`src/rtl/dx_iobus_ctrl.sv`:
```
// Half-duplex controller for a shared tri-state bus behind dx_iobuf.
// Round-robin write/read arbitration, turnaround gaps on direction change, fixed-latency read capture.
module dx_iobus_ctrl #(
    parameter int DATA_WIDTH  = 8,
    parameter int TURN_CYCLES = 2,
    parameter int RD_LAT      = 1
) (
    input  logic                  clk,
    input  logic                  rstn,
    input  logic                  wr_valid,
    input  logic [DATA_WIDTH-1:0] wr_data,
    output logic                  wr_ready,
    input  logic                  rd_valid,
    output logic                  rd_ready,
    output logic [DATA_WIDTH-1:0] rd_data,
    output logic                  rd_data_valid,
    output logic                  bus_stb,
    output logic                  bus_we,
    output logic [DATA_WIDTH-1:0] dio_t,
    output logic [DATA_WIDTH-1:0] dio_o,
    input  logic [DATA_WIDTH-1:0] dio_i
);

    typedef enum logic [2:0] {IDLE, TURN, WR, RD, RD_WAIT} state_t;

    localparam int CNT_MAX = (TURN_CYCLES > RD_LAT) ? TURN_CYCLES : RD_LAT;
    localparam int CW      = (CNT_MAX > 1) ? $clog2(CNT_MAX) : 1;
    localparam logic [CW-1:0] TURN_LAST = CW'((TURN_CYCLES > 0) ? TURN_CYCLES - 1 : 0);
    localparam logic [CW-1:0] RD_LAST   = CW'(RD_LAT - 1);

    state_t        state;
    logic [CW-1:0] cnt;
    logic          dir_drv;   // 1 = we own the bus
    logic          last_wr;   // 1 = write was served last
    logic          released;  // registered tri-state control, replicated to every bit

    logic gnt_wr, gnt_rd, need_turn;

    // Round robin: a lone requester wins; on a tie the one not served last wins.
    assign gnt_wr    = wr_valid && (!rd_valid || !last_wr);
    assign gnt_rd    = rd_valid && (!wr_valid ||  last_wr);
    assign need_turn = (gnt_wr && !dir_drv) || (gnt_rd && dir_drv);

    assign wr_ready = (state == IDLE) && gnt_wr &&  dir_drv;
    assign rd_ready = (state == IDLE) && gnt_rd && !dir_drv;
    assign dio_t    = {DATA_WIDTH{released}};

    always_ff @(posedge clk or negedge rstn) begin
        if (!rstn) begin
            state         <= IDLE;
            cnt           <= '0;
            dir_drv       <= 1'b0;
            last_wr       <= 1'b0;
            released      <= 1'b1;
            dio_o         <= '0;
            bus_stb       <= 1'b0;
            bus_we        <= 1'b0;
            rd_data       <= '0;
            rd_data_valid <= 1'b0;
        end else begin
            bus_stb       <= 1'b0;
            rd_data_valid <= 1'b0;
            case (state)
                IDLE: begin
                    if (wr_ready) begin
                        state    <= WR;
                        dio_o    <= wr_data;
                        released <= 1'b0;
                        bus_stb  <= 1'b1;
                        bus_we   <= 1'b1;
                        last_wr  <= 1'b1;
                    end else if (rd_ready) begin
                        state   <= RD;
                        cnt     <= '0;
                        bus_stb <= 1'b1;
                        bus_we  <= 1'b0;
                        last_wr <= 1'b0;
                    end else if (need_turn) begin
                        // Let go of the pads first; direction flips only after the gap.
                        released <= 1'b1;
                        if (TURN_CYCLES == 0) begin
                            dir_drv <= !dir_drv;
                        end else begin
                            state <= TURN;
                            cnt   <= '0;
                        end
                    end
                end
                TURN: begin
                    if (cnt == TURN_LAST) begin
                        dir_drv <= !dir_drv;
                        state   <= IDLE;
                    end else begin
                        cnt <= cnt + 1'b1;
                    end
                end
                WR: state <= IDLE;
                RD: state <= RD_WAIT;
                RD_WAIT: begin
                    if (cnt == RD_LAST) begin
                        rd_data       <= dio_i;
                        rd_data_valid <= 1'b1;
                        state         <= IDLE;
                    end else begin
                        cnt <= cnt + 1'b1;
                    end
                end
                default: state <= IDLE;
            endcase
        end
    end

endmodule

```
`config.mk`:
```
export PLATFORM = sky130hd
export DESIGN_NAME = dx_iobus_ctrl
export DESIGN_NICKNAME = d
export VERILOG_FILES = /design/src/rtl/dx_iobus_ctrl.sv
export SDC_FILE = /design/constraint.sdc
export NUM_CORES = 1
export LEC_CHECK = 0
export CAP_MARGIN = 20
export CORE_MARGIN = 2
export CORE_UTILIZATION = 46
export CTS_BUF_LIST = sky130_fd_sc_hd__clkbuf_2
export DETAILED_ROUTE_END_ITERATION = 8
export PLACE_DENSITY = 0.87
export SYNTH_ARGS = -nofsm -noshare
export SYNTH_HDL_FRONTEND = slang
export SYNTH_SLANG_ARGS = --single-unit
```
`constraint.sdc`:
```
create_clock -name clk -period 4.1 [get_ports clk]
set_input_delay 0.82 -clock clk [delete_from_list [all_inputs] [get_ports clk]]
set_output_delay 0.82 -clock clk [all_outputs]
set_load 0.01 [all_outputs]
```
==> results.py <==
metrics = {
    "outcome": {
        "run_status": "finished, final reports clean",
    },
    "logic_synthesis": {
        "synth-main-ff-cell": "dfrtp_1",
        "synth_nets": 105,
        "yosys.area.top_type": "dfrtp_1",
        "synth-edff-count": 0,
        "synth_cells": 85,
        "synthDistinctLibCells": 28,
        "synth_area_leaders": "dfrtp_1 (54%), mux2_2 (16%), buf_4 (6.1%)",
        "yosysMostFrequentCell": "dfrtp_1",
        "synth_seq_cells": 25,
        "ys_seq_area_share_pct": 56.6,
        "synthTopCellsByCount": "dfrtp_1 (24), mux2_2 (16), buf_4 (9), nand2_1 (4), nor2_1 (4)",
        "synth_top_area_share_pct": 54.2,
        "syn_area_per_cell_um2": 13.0,
        "async_reset_ff_share_pct": 100,
        "yosysWarnings": 0,
        "synth_area_um2": 1110,
    },
    "setup_path": {
        "startpoint": "wr_valid",
        "r2r_end": "dio_o[3]",
        "path_class": "in2out",
        "r2r_start": "state[2]",
        "cp.required_ns": 3.28,
        "rr_worst_depth": 4,
        "r2r_slack_ns": 2.36,
        "critPathLaunchType": "primary input",
        "worst_setup_path_end_kind": "output pin",
        "crit_end": "wr_ready",
        "cp.arrival_ns": 2.52,
        "path_max_fanout": 6,
    },
    "cts": {
        "cts_buffers": 3,
        "cts_root_buffer": "clkbuf_2",
        "clk_pin_slew_ns": 0.24,
        "cts_resized": 0,
        "worstSkewPairLatency_ns": 0.36,
        "postCtsSetupBuffers": 0,
        "clockBufferDepth": 2,
        "ctsHtreeMaxLevel": 1,
        "cts_hold_buf": 0,
        "cts_tree": "built",
        "clock_sinks": 25,
    },
    "sta": {
        "relSlewSlack_pct": 61.1,
        "finalCritPeriodShare_pct": 81.4,
        "fin_tns_setup_ns": 0,
        "max_freq_mhz": 300,
        "tightest_slew_ns": 0.581,
        "setup_violations": 0,
        "finClkSkew_ns": 0.00392,
        "finalHoldViolations": 0,
        "slew_viol_final": 0,
        "rsz0062_at_grt": "false",
        "post-route-min-period_ns": 3.34,
    },
    "pwr": {
        "power.share.combinational_pct": 51.0,
        "p_int_uw": 769,
        "clockPowerShare_pct": 8.5,
        "switching_share_pct": 34.6,
        "p_sw_uw": 408,
        "ir_worst_vdd_mv": 0.550,
        "cellLeakagePower_uw": 0.000659,
        "powerDensity_nw_per_um2": 742,
        "power_uw": 1180,
        "p_seq_share_pct": 40.5,
    },
    "finish": {
        "num-nets-final": 149,
        "synthToLayoutAreaGrowth_pct": 43.2,
        "num-fill-cells": 168,
        "drive_above_1_share_pct": 19.5,
        "final_cell_count_no_fill": 156,
        "seq_area_um2": 627,
        "antenna_cells": 0,
        "multi_input_area_um2": 394,
        "post-route-util_pct": 70.3,
    },
    "routing": {
        "num_vias": 799,
        "drc": 0,
        "drtAntennaViolNets": 0,
        "wire_per_inst_um": 14.4,
        "drt-total-wl_um": 2250,
        "dr.pass1.iters": 4,
        "drt_iter0_markers": 10,
        "viasPerCell": 5.12,
    },
    "min_path": {
        "min_path_type": "reg2reg",
        "worstHoldStart": "dio_o[7]",
    },
    "floorplanning": {
        "pin_count": 49,
        "dieArea_um2": 2820,
        "rows": 17,
        "die_width_um": 53.1,
        "start_util_pct": 49.1,
        "core_area_um2": 2250,
        "die_y_um": 53.1,
    },
    "place": {
        "hpwl_um": 1760,
        "io_buffers": 48,
        "post-place-cells": 151,
        "gp_congestion": 0.854,
    },
    "grt": {
        "grt.total_usage_pct": 18.0,
        "grt_pass1_vias": 766,
        "grt_max_degree": 26,
        "grt_pass1_wl_um": 3570,
        "gr-total-overflow": 0,
        "antenna_found_initial": 0,
    },
    "job": {
        "maxCapViolations": 0,
    },
}
stage by stage:
step	instance area [um^2]	worst slack [ns]	hold slack, ns
floorplan	1110	1.91	0.502
global placement	1550	0.893	0.487
detailed placement	1550	0.776	0.496
CTS	1570	0.773	0.546
global route	1590	0.675	0.552
finish	1590	0.761	0.543
worst max-delay path, stage by stage:
cell and delay [ns]:
clkdlybuf4s50_1 0.57, a21boi_1 0.32, and3_1 0.24, clkdlybuf4s50_1 0.57
cell type report:
cell class                 count  area share [%]
tap                           28            2.21
clock inverter                 1           0.474
inverter                       1           0.237
clock buffer                   3           0.947
multi-input combinational     48            24.9
sequential                    25            39.5
timing repair buffer          50            31.7
state kept, by name, summed over array words and instances (netlist names):
name,count
bus_stb,1
released,1
rd_data,8
cnt,1
last_wr,1
rd_data_valid,1
dir_drv,1
dio_o,8
state,3
kinds of logic (layout without fill, tap and decap cells):
logic type	count (synthesis)	count (layout)	synth area share (%)
AND/OR/NAND/NOR	20	20	11.3
XOR/XNOR	1	1	0.791
buffers and inverters	12	55	7.80
multiplexers	16	16	16.3
flip-flops	25	25	56.6
AO/OA/AOI/OAI	11	11	7.23
power by group through the flow:
stage | logic, uW | registers [uW] | clock network [uW]
floorplan | 315 | 496 | 0
global placement | 590 | 475 | 0
detailed placement | 607 | 486 | 0
CTS | 608 | 478 | 103
global route | 641 | 500 | 110
finish | 599 | 477 | 100
metal layers:
layer  routed length (um)  GRT usage, %
met1                  905          20.1
met2                 1210          32.1
met3                   87          2.82
met4                   53          10.3
met5                    0             0
worst min path at each step:
stage | end | cells after the start | slack, ns
global placement | rd_data[6] | 1 | 0.49
global route | dio_o[7] | 1 | 0.55
finish | dio_o[7] | 1 | 0.54
detailed placement | rd_data[6] | 1 | 0.50
CTS | dio_o[7] | 1 | 0.55
floorplan | released | 2 | 0.50
cell usage in the layout (no fill, tap or decap), types with 2 or more instances in the layout:
cell             instances
a211oi_1                 2
nor2b_1                  2
mux2_2                  16
a21boi_0                 2
clkbuf_2                 3
clkdlybuf4s50_1         48
nand3_1                  2
o21ai_0                  2
nand2_1                  4
nor2_1                   4
dfrtp_1                 24
No activity file was read; power rests on OpenSTA's default activity.
